## config.mk

```make
export PLATFORM = sky130hd
export DESIGN_NAME = laser_lane_transmitter
export DESIGN_NICKNAME = d
export VERILOG_FILES = /design/src/rtl/laser_lane_transmitter.sv
export SDC_FILE = /design/constraint.sdc
export NUM_CORES = 1
export LEC_CHECK = 0
export CORE_ASPECT_RATIO = 1.2
export CORE_UTILIZATION = 35
export DETAILED_ROUTE_END_ITERATION = 6
export PLACE_DENSITY_LB_ADDON = 0.25
export SKIP_CTS_REPAIR_TIMING = 1
export SYNTH_ARGS = -nofsm -noshare
export SYNTH_HDL_FRONTEND = slang
export SYNTH_SLANG_ARGS = --single-unit
```

## constraint.sdc

```tcl
create_clock -name clock -period 2.4 [get_ports clock]
set_input_delay 0.48 -clock clock [delete_from_list [all_inputs] [get_ports clock]]
set_output_delay 0.48 -clock clock [all_outputs]
set_load 0.005 [all_outputs]
```

## src/rtl/laser_lane_transmitter.sv

```systemverilog
// Multi-lane framed laser serialiser: start bit, data MSB-first, optional even parity, stop bit.
// All lanes share one bit-period timer; disabled lanes drive 2'b00 for the whole frame.
module laser_lane_transmitter #(
    parameter int LANES     = 2,
    parameter int DATA_W    = 8,
    parameter int DIV_W     = 8,
    parameter int PARITY_EN = 1
) (
    input  logic                      clock,
    input  logic                      reset,
    input  logic                      en,
    input  logic [DIV_W-1:0]          divider,
    input  logic [LANES-1:0]          lane_en,
    input  logic [LANES*DATA_W-1:0]   in_data,
    input  logic                      in_valid,
    output logic                      in_ready,
    output logic [2*LANES-1:0]        laser_out,
    output logic                      busy,
    output logic                      done
);

    localparam int BIT_W = (DATA_W > 1) ? $clog2(DATA_W) : 1;

    typedef enum logic [2:0] {
        IDLE   = 3'd0,
        START  = 3'd1,
        DATA   = 3'd2,
        PARITY = 3'd3,
        STOP   = 3'd4
    } state_t;

    state_t             state_reg, state_next;
    logic [DIV_W-1:0]   cnt_reg, cnt_next;
    logic [DIV_W-1:0]   div_q_reg, div_q_next;
    logic [LANES-1:0]   en_q_reg, en_q_next;
    logic [BIT_W-1:0]   bit_reg, bit_next;
    logic               done_reg, done_next;
    logic               accept;
    logic               period_end;
    logic               shift_en;

    assign in_ready   = (state_reg == IDLE) && en && !reset;
    assign accept     = in_valid && in_ready;
    assign period_end = (cnt_reg == div_q_reg);
    assign busy       = (state_reg != IDLE);
    assign done       = done_reg;

    always_comb begin
        state_next = state_reg;
        cnt_next   = cnt_reg;
        div_q_next = div_q_reg;
        en_q_next  = en_q_reg;
        bit_next   = bit_reg;
        done_next  = 1'b0;
        shift_en   = 1'b0;

        // Counter runs 0..div_q inclusive, so divider at full scale never wraps early.
        if (state_reg != IDLE) begin
            cnt_next = period_end ? '0 : cnt_reg + 1'b1;
        end

        case (state_reg)
            IDLE: begin
                if (accept) begin
                    state_next = START;
                    cnt_next   = '0;
                    div_q_next = divider;
                    en_q_next  = lane_en;
                end
            end
            START: begin
                if (period_end) begin
                    state_next = DATA;
                    bit_next   = BIT_W'(DATA_W - 1);
                end
            end
            DATA: begin
                if (period_end) begin
                    shift_en = 1'b1;
                    if (bit_reg == '0) begin
                        state_next = (PARITY_EN != 0) ? PARITY : STOP;
                    end else begin
                        bit_next = bit_reg - 1'b1;
                    end
                end
            end
            PARITY: begin
                if (period_end) begin
                    state_next = STOP;
                end
            end
            STOP: begin
                if (period_end) begin
                    state_next = IDLE;
                    done_next  = 1'b1;
                end
            end
            default: begin
                state_next = IDLE;
            end
        endcase
    end

    always_ff @(posedge clock) begin
        if (reset) begin
            state_reg <= IDLE;
            cnt_reg   <= '0;
            div_q_reg <= '0;
            en_q_reg  <= '0;
            bit_reg   <= '0;
            done_reg  <= 1'b0;
        end else begin
            state_reg <= state_next;
            cnt_reg   <= cnt_next;
            div_q_reg <= div_q_next;
            en_q_reg  <= en_q_next;
            bit_reg   <= bit_next;
            done_reg  <= done_next;
        end
    end

    // Each lane registers its pin pair from next-state values so the pins change on the same
    // edge as the state register, with no combinational path to the optics.
    generate
        for (genvar gi = 0; gi < LANES; gi++) begin : g_lane
            logic [DATA_W-1:0] word_in;
            logic [DATA_W-1:0] shift_reg, shift_next;
            logic              par_reg, par_next;
            logic              lane_on_next;
            logic              line_bit;
            logic [1:0]        pair_reg;

            assign word_in = in_data[gi*DATA_W +: DATA_W];

            always_comb begin
                shift_next   = shift_reg;
                par_next     = par_reg;
                lane_on_next = en_q_next[gi];
                line_bit     = 1'b0;
                if (accept) begin
                    shift_next = word_in;
                    par_next   = ^word_in;
                end else if (shift_en) begin
                    shift_next = shift_reg << 1;
                end
                case (state_next)
                    START:   line_bit = 1'b1;
                    DATA:    line_bit = shift_next[DATA_W-1];
                    PARITY:  line_bit = par_next;
                    default: line_bit = 1'b0;
                endcase
            end

            always_ff @(posedge clock) begin
                if (reset) begin
                    shift_reg <= '0;
                    par_reg   <= 1'b0;
                    pair_reg  <= 2'b00;
                end else begin
                    shift_reg <= shift_next;
                    par_reg   <= par_next;
                    pair_reg  <= (lane_on_next && state_next != IDLE) ? {line_bit, ~line_bit} : 2'b00;
                end
            end

            assign laser_out[2*gi +: 2] = pair_reg;
        end
    endgenerate

endmodule
```

Word-level counts from Yosys, hierarchy flattened

Cells that the tools add are included.

Register bits: 47
Output and inout bits: 7
Logic and storage cells: 78

Add/sub/neg operators: 2
Equality and inequality tests: 11
Muxes and demuxes: 27
Bitwise logic cells: 5
Reduce and logical (&&, ||, !) cells: 19

Operators with widths:

| cell                                                                | number |
|---|---|
| 8-bit two-way mux                                                   | 8 |
| 3-bit two-way mux                                                   | 9 |
| 8-bit XOR reduction                                                 | 2 |
| 3-bit one-hot mux with 5 select lines                               | 1 |
| 3-bit by 2-bit == test with 1-bit output (second input constant)    | 4 |
| 8-bit by 1-bit adder with 8-bit output (second input constant)      | 1 |
| 8-bit == test                                                       | 1 |
| 3-bit by 1-bit == test with 1-bit output (second input constant)    | 2 |
| 3-bit logical NOT                                                   | 2 |
| 2-bit inequality test (second input constant)                       | 3 |
| 1-bit one-hot mux with 3 select lines                               | 2 |
| 3-bit one-hot mux with 2 select lines                               | 1 |
| 3-bit nonzero test                                                  | 2 |
| 2-bit OR reduction                                                  | 3 |
| 1-bit logical AND                                                   | 5 |
| 1-bit inverter                                                      | 5 |
| 1-bit two-way mux                                                   | 4 |
| 2-bit two-way mux                                                   | 2 |
| 4-bit AND reduction                                                 | 1 |
| 2-bit nonzero test                                                  | 2 |
| 3-bit == test (second input constant)                               | 1 |
| 3-bit by 1-bit subtractor with 3-bit output (second input constant) | 1 |
| 2-bit AND reduction                                                 | 1 |
| 1-bit logical NOT                                                   | 1 |

Depth between registers and ports, before layout

Gate-level depths: netlist of run 1.

Depth after elaboration: 10
Mapped depth: 8
Depth with buffers taken out: 7

Worst setup path after synthesis of run 1

OpenSTA, ideal clock, no wires.

Path type: input to register
Start: input reset
End: register g_lane[0].pair_reg[1]
Library setup time: 0.070 ns
Data arrival time: 2.014 ns
Required time: 2.330 ns
Setup slack: 0.316 ns
Stages: 8
Buffers on the path: 2
Path through: clkbuf_1 -> nor2b_1 -> and3_1 -> clkbuf_1 -> a311oi_2 -> mux2i_1 -> or3_1 -> a21oi_1

Word-level cells in the longest chain between the ends: 9

Ends and longest elaborated chain:

| item                                                                                          | RTL line | text |
|---|---|---|
| start, declared                                                                               | 10       | `input logic reset,` |
| parallel branches: the longest is 9 deep, another holds 3-bit one-hot mux with 5 select lines | --       |  |
| end signal, assigned                                                                          | 162      | `pair_reg <= (lane_on_next && state_next != IDLE) ? {line_bit, ~line_bit} : 2'b00;` |
| end, declared                                                                                 | 131      | `logic [1:0] pair_reg;` |

Several ways; the timed one is not identified.
A chain may end at the register's enable or synchronous reset.

Worst setup path after layout of run 1

Start: input en
End: output in_ready

Word-level cells in the longest chain between the ends: 2

Ends and longest elaborated chain:

| item                            | RTL line | text |
|---|---|---|
| start, declared                 | 11       | `input logic en,` |
| 1-bit logical AND (2 in series) | 42       | `assign in_ready = (state_reg == IDLE) && en && !reset;` |
| end, declared                   | 16       | `output logic in_ready,` |

No other way between the ends.

==> reports/results.txt, run 1 <==
antenna violations before repair: 0
CTS Sinks: 47
cell family with most CP delay: buffers and inverters
largest net degree at the start of global routing: 44
first-pass GRT wire length: 8.25 mm
yosys warns: 0
CP required: 1920 ps
commonest non-fill, non-tap cell in the layout: nand2_1
CP arrival: 1750 ps
worst hold path type: reg -> reg
CP Capture Type: primary output
GR Overflow Total: 0
Synth top area share: 0.417
# DRC: 0
Gate power share: 0.192
ys async rst share: 0
routed wire length: 4.93 mm
Layout Cells excl Fill: 394
row cnt: 31
area post-placement: 2730 µm²
R2R Setup Slk: 220 ps
status: complete, no violations
Max-slew headroom: 0.670
Initial Utilization: 0.368
max-slew violation count: 0
Routed Antenna Nets: 0
die area: 6780 µm²
pwr dens: 591 nW/µm²
nets: 344
core area: 6130 µm²
Initial DRC Count: 128
hold path startpoint: g_lane[1].shift_reg[0]$_SDFFE_PP0P_
buffers added on ports: 36
proportion of layout cells with a drive suffix above 1: 0.0705
Synth cell types: 32
insertion delay to the later sink of the worst-skew pair: 300 ps
vias post-DR: 1973
CP bufs+invs: 2
Net Count, Synth: 306
dominant cell type by area after synthesis: dfxtp_1
critical-path cell list: clkdlybuf4s50_1 > nor2b_1 > and2_1 > clkdlybuf4s50_1
Max-Cap Viols: 0
CTS Root Cell: clkbuf_8
TritonCTS clock tree: done
Max IR drop VDD: 0.236 mV
Sw Pwr: 0.439 mW
total power: 1.68 mW
r2r startpoint: cnt_reg[4]$_SDFF_PP0_
Post-Syn Area: 2260 µm²
final instance area: 2840 µm²
top post-synthesis cells by area: dfxtp_1 42%, nand2_1 8.8%, a311oi_1 5.8%
Die Ht: 90.0 µm
Max Freq: 448 MHz
Final Hold Vio Count: 0
Syn Area/Cell: 8.27 µm²
Setup Skew: 7.24 ps
setup_tns: 0 ps
Worst path slowest cell: clkdlybuf4s50_1
Area Growth Syn to Fin: 25.8%
Synth Instances: 273
commonest cells after routing, fill and taps aside: 53 x nand2_1, 47 x dfxtp_1, 36 x clkdlybuf4s50_1, 28 x nor2_1, 20 x a21oi_1
width of the die: 75.3 µm
CP Class: in -> out
reg2reg path depth: 7
Bufs on Longest Clock Path: 2
routed len/inst: 12.5 µm
GRT Util Overall: 0.156
CP startpoint kind: input pin
max reg flops: 16
Seq pwr share: 0.500
GP Congestion: 0.760
slew of the pin with the lowest slew margin: 493 ps
fin crit period: 2230 ps
post-DP HPWL: 3.54 mm
utilization after layout: 0.463
H-tree Lvls: 2
RSZ-0062 raised after global routing: false
most frequent CP cell: clkdlybuf4s50_1
n_diodes: 0
Worst Hold End: g_lane[1].shift_reg[0]$_SDFFE_PP0P_
CP Max Fanout: 3
Reg clk slew, reported paths: 80 ps
Post-synth EDFFs: 0
total CTS buffers: 5
I/O pin count: 37
Final setup violation count: 0
P_leak: 1.08 nW
sequential element share of the synthesized area: 0.417
fin crit share: 0.930
Int Power: 1.24 mW
ys flop type: dfxtp_1
Placed Instances: 386
worst r2r dst: g_lane[0].pair_reg[1]$_SDFF_PP0_
worst hold stages: 2
Synth Register Bits: 47
Crit path largest cell delay: 500 ps
routed vias/inst: 5.01
Sw Share: 0.262
clock share of power: 0.308
DRT Pass-1 Iters: 4
vias in the first global route: 1882
Yosys cell counts, types with 6 or more instances:
| master | count |
|---|---|
| nand2_1 | 53 |
| o21ai_0 | 9 |
| nand3_1 | 6 |
| xor2_1 | 9 |
| and3_1 | 6 |
| a21oi_1 | 20 |
| xnor2_1 | 15 |
| nand3b_1 | 9 |
| clkbuf_1 | 10 |
| dfxtp_1 | 47 |
| nor2_1 | 28 |
| a311oi_1 | 15 |
worst register-to-register path: stages, from the launching register on:
cell and delay, ps:
dfxtp_1 430, xor2_1 140, nor4_4 390, nand3_1 240, mux2_2 310, mux2i_1 90
or3_1 360, a21oi_1 140
area by class of cell:
class	instances	area [µm²]
fill	629	3290
tap	82	103
timing repair buffer	44	420
multi-input combinational	207	1250
sequential	47	941
inverter	6	26.3
clock buffer	8	100
metal layers:
metal / wire length (µm) / part of all wire / up-vias / global-route usage
met5: 0 / 0 / - / 0
met4: 75 / 0.015 / 0 / 0.0556
met3: 138 / 0.028 / 7 / 0.0336
met2: 2490 / 0.51 / 26 / 0.275
met1: 2230 / 0.45 / 930 / 0.180
li1: - / - / 1010 / -
power by group through the flow:
stage / Sequential (mW) / Clock (mW) / Combinational [mW]
5_1_grt: 0.844 / 0.566 / 0.358
4_1_cts: 0.839 / 0.538 / 0.325
3_3_place_gp: 0.857 / 0 / 0.321
6_report: 0.839 / 0.517 / 0.321
2_1_floorplan: 0.852 / 0 / 0.201
3_5_place_dp: 0.857 / 0 / 0.323
stage by stage:
stage / setup slack (ps) / hold slack [ps]
after CTS: 44.9 / 475
after detailed placement: 10.2 / 462
after global routing: 20.5 / 506
after global placement: 43.8 / 461
after floorplan: 316 / 448
final: 167 / 474
cells by family (layout without fill, tap and decap cells):
group | Yosys count | in the layout | synth area share
buf+inv | 19 | 58 | 0.0322
mux | 4 | 4 | 0.0188
compound gates | 48 | 48 | 0.139
simple gates | 128 | 128 | 0.283
flops | 47 | 47 | 0.417
fa+ha+maj | 3 | 3 | 0.0166
xor+xnor | 24 | 24 | 0.0931
worst max path at each step:
stage / depth (start not counted) / end / startpoint
after floorplan: 8 / g_lane[0].pair_reg[1]$_SDFF_PP0_ / reset
after global placement: 9 / g_lane[0].pair_reg[1]$_SDFF_PP0_ / reset
after detailed placement: 9 / g_lane[0].pair_reg[1]$_SDFF_PP0_ / reset
after CTS: 3 / busy / state_reg[1]$_SDFF_PP0_
after global routing: 7 / g_lane[1].pair_reg[1]$_SDFF_PP0_ / cnt_reg[4]$_SDFF_PP0_
final: 4 / in_ready / en
(Power assumes the default switching activity.)
==> inputs of run 2 (changes only) <==
--- a/config.mk
+++ b/config.mk
@@ -7,8 +7,9 @@
 export LEC_CHECK = 0
 export CORE_ASPECT_RATIO = 1.2
 export CORE_UTILIZATION = 35
+export CTS_CLUSTER_SIZE = 16
 export DETAILED_ROUTE_END_ITERATION = 6
-export PLACE_DENSITY_LB_ADDON = 0.25
+export PLACE_DENSITY = 0.55
 export SKIP_CTS_REPAIR_TIMING = 1
 export SYNTH_ARGS = -nofsm -noshare
 export SYNTH_HDL_FRONTEND = slang
==> run 2 against run 1 <==
- clock skew is 4.2 ps higher
- power is 2.8% higher
- critical endpoint unchanged
- critical path depth stayed put
- wire length is 0.71% higher
- clock-buffer cell count is 3 lower
==> reports/results.txt, run 2 (synthesis gave the netlist of run 1 again) <==
Die Ht: 90.0 µm
Max Freq: 447 MHz
commonest non-fill, non-tap cell in the layout: nand2_1
GP Congestion: 0.738
most frequent CP cell: clkdlybuf4s50_1
Filler Cells Inserted: 656
# DRC: 0
CP required: 1920 ps
routed len/inst: 12.6 µm
max-slew violation count: 0
Max-Cap Viols: 0
Routed Antenna Nets: 0
Area Growth Syn to Fin: 26.5%
Initial Utilization: 0.368
utilization after layout: 0.466
slew of the pin with the lowest slew margin: 497 ps
DRT Pass-1 Iters: 4
Reg clk slew, reported paths: 90 ps
GRT Util Overall: 0.166
Max-slew headroom: 0.667
vias post-DR: 1978
P_leak: 1.09 nW
H-tree Lvls: 2
core area: 6130 µm²
CP startpoint kind: input pin
Final Hold Vio Count: 0
worst hold path type: reg -> reg
row cnt: 31
pwr dens: 604 nW/µm²
status: complete, no violations
buffers added on ports: 36
CTS Root Cell: clkbuf_8
nets: 345
RSZ-0062 raised after global routing: false
Crit path largest cell delay: 490 ps
post-DP HPWL: 3.54 mm
CP Capture Type: primary output
Placed Instances: 387
total CTS buffers: 5
critical-path cell list: clkdlybuf4s50_1 > nor2b_1 > and2_1 > clkdlybuf4s50_1
GR Overflow Total: 0
fin crit share: 0.932
CTS Sinks: 47
I/O pin count: 37
Setup Skew: 11.5 ps
vias in the first global route: 1936
Bufs on Longest Clock Path: 2
max reg flops: 16
insertion delay to the later sink of the worst-skew pair: 300 ps
CP Max Fanout: 3
proportion of layout cells with a drive suffix above 1: 0.0769
Final setup violation count: 0
CP arrival: 1760 ps
fin crit period: 2240 ps
first-pass GRT wire length: 8.83 mm
setup_tns: 0 ps
Worst path slowest cell: clkdlybuf4s50_1
largest net degree at the start of global routing: 44
die area: 6780 µm²
Layout Cells excl Fill: 394
Max IR drop VDD: 0.253 mV
CP bufs+invs: 2
routed vias/inst: 5.02
commonest cells after routing, fill and taps aside: 53 x nand2_1, 47 x dfxtp_1, 36 x clkdlybuf4s50_1, 28 x nor2_1, 20 x a21oi_1
routed wire length: 4.97 mm
antenna violations before repair: 0
CP Class: in -> out
width of the die: 75.3 µm
cell family with most CP delay: buffers and inverters
n_diodes: 0
TritonCTS clock tree: done
Initial DRC Count: 68
-- run 2: worst paths after layout --
| check | endpoint | slack, ps | startpoint | cells past startpoint |
|---|---|---|---|---|
| max | in_ready | 160 | en | 4 |
| min | g_lane[1].shift_reg[0]$_SDFFE_PP0P_ | 480 | g_lane[1].shift_reg[0]$_SDFFE_PP0P_ | 2 |
| min reg2reg | g_lane[1].shift_reg[0]$_SDFFE_PP0P_ | 480 | g_lane[1].shift_reg[0]$_SDFFE_PP0P_ | 2 |
| max reg2reg | g_lane[1].pair_reg[1]$_SDFF_PP0_ | 240 | cnt_reg[5]$_SDFF_PP0_ | 7 |
-- run 2: stage by stage --
step           cell area [µm²]  hold WS (ps)  total power, mW  worst slack (ps)
6_report                  2860           476             1.72               163
5_1_grt                   2860           491             1.83              8.52
4_1_cts                   2840           481             1.75              91.1
3_5_place_dp              2740           468             1.18              81.6
3_3_place_gp              2740           460             1.18              72.7
2_1_floorplan             2260           448             1.05               316
-- run 2: cell type report --
type	count	area, µm²	share of cell area
clock inverters	2	37.5	0.0131
clock buffers	5	68.8	0.0241
well taps	82	103	0.0359
flip-flops and latches	47	941	0.330
repair buffers	45	428	0.150
inverters	6	26.3	0.00920
multi-input cells	207	1250	0.438
-- run 2: worst register-to-register path, delay by kind of cell, from the launching register on --
| family | cells | cell delay [ps] |
|---|---|---|
| and+or+nand+nor | 3 | 1000 |
| DFF | 1 | 420 |
| muxes | 2 | 400 |
| AOI/OAI and AO/OA | 1 | 150 |
| xor gates and xnor gates | 1 | 120 |
-- run 2: metal layers --
| metal | global-route usage | share of wire |
|---|---|---|
| met5 | 0 | 0 |
| met3 | 0.0392 | 0.026 |
| met4 | 0.0664 | 0.026 |
| met1 | 0.218 | 0.48 |
| met2 | 0.256 | 0.46 |
-- run 2: report_power, final --
group	switching, mW	internal, mW	total [mW]	leakage, nW
sequential	0.0228	0.816	0.839	0.382
clock	0.259	0.304	0.563	0.0502
combinational	0.162	0.160	0.322	0.656
total	0.444	1.28	1.72	1.09
==> inputs of run 3 (changes only) <==
--- a/config.mk
+++ b/config.mk
@@ -6,10 +6,10 @@
 export NUM_CORES = 1
 export LEC_CHECK = 0
 export CORE_ASPECT_RATIO = 1.2
-export CORE_UTILIZATION = 35
+export CORE_UTILIZATION = 53
 export CTS_CLUSTER_SIZE = 16
 export DETAILED_ROUTE_END_ITERATION = 6
-export PLACE_DENSITY = 0.55
+export PLACE_DENSITY = 0.78
 export SKIP_CTS_REPAIR_TIMING = 1
 export SYNTH_ARGS = -nofsm -noshare
 export SYNTH_HDL_FRONTEND = slang
==> run 3 against run 2 <==
- via count is 0.81% lower
- global-route usage rose by 7.4 points
- non-clock buffer count shrank 2
- maximum frequency fell by 2.1%
- worst setup slack got worse by 48 ps
- largest cell class unchanged
- sequential power about the same
- sequential share of layout area is 0.97 points higher
- worst hold slack lost 1.6 ps
- clock skew shrank 9.1 ps
- power fell by 6.7%
- first-iteration DRC count rose by 120%
- highest routed layer unchanged
- critical path type unchanged
==> reports/results.txt, run 3 (synthesis gave the netlist of run 1 again) <==
Reg area: 941 µm²
CP Max Fanout: 3
insertion delay to the later sink of the worst-skew pair: 300 ps
post-DP HPWL: 3.33 mm
Layout Cells excl Fill: 365
most frequent CP cell: clkdlybuf4s50_1
area post-placement: 2690 µm²
CP Capture Type: primary output
Reg clk slew, reported paths: 80 ps
GR Overflow Total: 0
setup_tns: 0 ps
Setup Skew: 2.41 ps
Filler Cells Inserted: 356
width of the die: 61.6 µm
# DRC: 0
largest net degree at the start of global routing: 44
Max IR drop VDD: 0.346 mV
TritonCTS clock tree: done
Worst path slowest cell: clkdlybuf4s50_1
CP arrival: 1810 ps
CP bufs+invs: 2
proportion of layout cells with a drive suffix above 1: 0.0611
Final setup violation count: 0
DRT Pass-1 Iters: 4
Initial DRC Count: 148
vias post-DR: 1962
Gate power share: 0.198
Sw Share: 0.267
Area Growth Syn to Fin: 22.9%
GRT Util Overall: 0.240
fin crit share: 0.952
antenna violations before repair: 0
vias in the first global route: 1831
CP startpoint kind: input pin
Initial Utilization: 0.564
Int Power: 1.18 mW
Max-slew headroom: 0.631
n_diodes: 0
Max-Cap Viols: 0
reg2reg path depth: 7
Final Hold Vio Count: 0
CP Class: in -> out
buffers added on ports: 36
pwr dens: 580 nW/µm²
CTS Root Cell: clkbuf_8
Seq pwr share: 0.522
P_leak: 1.08 nW
core area: 4000 µm²
worst hold path type: reg -> reg
final instance area: 2770 µm²
routed vias/inst: 5.38
Crit path largest cell delay: 530 ps
RSZ-0062 raised after global routing: false
R2R Setup Slk: 200 ps
max-slew violation count: 0
status: complete, no violations
r2r startpoint: state_reg[1]$_SDFF_PP0_
nets: 343
CP required: 1920 ps
routed len/inst: 12.9 µm
CTS Sinks: 47
worst hold stages: 2
total CTS buffers: 5
row cnt: 25
worst r2r dst: g_lane[1].pair_reg[1]$_SDFF_PP0_
Bufs on Longest Clock Path: 2
Die Ht: 73.5 µm
Routed Antenna Nets: 0
area of the multi-input gates: 1250 µm²
slew of the pin with the lowest slew margin: 550 ps
max reg flops: 16
Max Freq: 438 MHz
Worst Hold End: g_lane[0].shift_reg[0]$_SDFFE_PP0P_
critical-path cell list: clkdlybuf4s50_1 > nor2b_1 > and2_1 > clkdlybuf4s50_1
H-tree Lvls: 2
first-pass GRT wire length: 7.94 mm
GP Congestion: 0.816
fin crit period: 2290 ps
die area: 4530 µm²
hold path startpoint: g_lane[0].shift_reg[0]$_SDFFE_PP0P_
Placed Instances: 357
I/O pin count: 37
routed wire length: 4.72 mm
cell family with most CP delay: buffers and inverters
commonest cells after routing, fill and taps aside: 53 x nand2_1, 47 x dfxtp_1, 36 x clkdlybuf4s50_1, 28 x nor2_1, 20 x a21oi_1
Sw Pwr: 0.430 mW
commonest non-fill, non-tap cell in the layout: nand2_1
clock share of power: 0.280
## run 3: changes by cell type in the layout (fill, tap and decap cells not counted), sizes merged
cell | before | now
inv | 4 | 5
clkinv | 1 | 2
buf | 9 | 7
bufinv | 1 | 0
clkbuf | 5 | 7
clkinvlp | 2 | 0
## run 3: power by group through the flow
| stage | logic (mW) | clock network (mW) | registers, mW |
|---|---|---|---|
| after global placement | 0.314 | 0 | 0.857 |
| final | 0.318 | 0.450 | 0.840 |
| after CTS | 0.319 | 0.463 | 0.839 |
| after detailed placement | 0.318 | 0 | 0.857 |
| after global routing | 0.351 | 0.498 | 0.845 |
| after floorplan | 0.201 | 0 | 0.852 |
## run 3: layout make-up
class / instances / area share
tap: 54 / 0.0244
inverter: 6 / 0.00812
clock buffer: 7 / 0.0275
clock inverter: 1 / 0.00180
timing repair buffer: 43 / 0.149
sequential: 47 / 0.339
multi-input combinational: 207 / 0.450
## run 3: stage by stage
step / power [mW] / hold WS, ps / setup slack, ps / util
after detailed placement: 1.17 / 463 / -30.3 / 0.671
after floorplan: 1.05 / 448 / 316 / -
after global routing: 1.69 / 500 / 10.9 / 0.693
after CTS: 1.62 / 475 / 52.3 / 0.692
final: 1.61 / 474 / 115 / 0.693
after global placement: 1.17 / 456 / 31.5 / 0.671
## run 3: how the worst max path moves through the flow
stage,from,endpoint,slack (ps),depth (start not counted)
3_3_place_gp,in_data[2],g_lane[0].pair_reg[1]$_SDFF_PP0_,30,8
5_1_grt,state_reg[1]$_SDFF_PP0_,g_lane[1].pair_reg[1]$_SDFF_PP0_,10,7
3_5_place_dp,reset,g_lane[1].pair_reg[1]$_SDFF_PP0_,-30,9
4_1_cts,state_reg[1]$_SDFF_PP0_,in_ready,50,3
2_1_floorplan,reset,g_lane[0].pair_reg[1]$_SDFF_PP0_,320,8
6_report,en,in_ready,110,4
## run 3: worst reg2reg max path: stages (launching register included)
cell and delay, ps:
dfxtp_1 470, nor2b_1 300, and2b_1 230, nand3_1 230, mux2_2 310, mux2i_1 80, or3_1 360, a21oi_1 140
## run 3: routing by layer
metal,vias up,wire length [µm],global-route usage
li1,1013,-,-
met1,910,2120,0.278
met2,31,2370,0.404
met3,8,123,0.0616
met4,0,104,0.109
met5,-,0,0
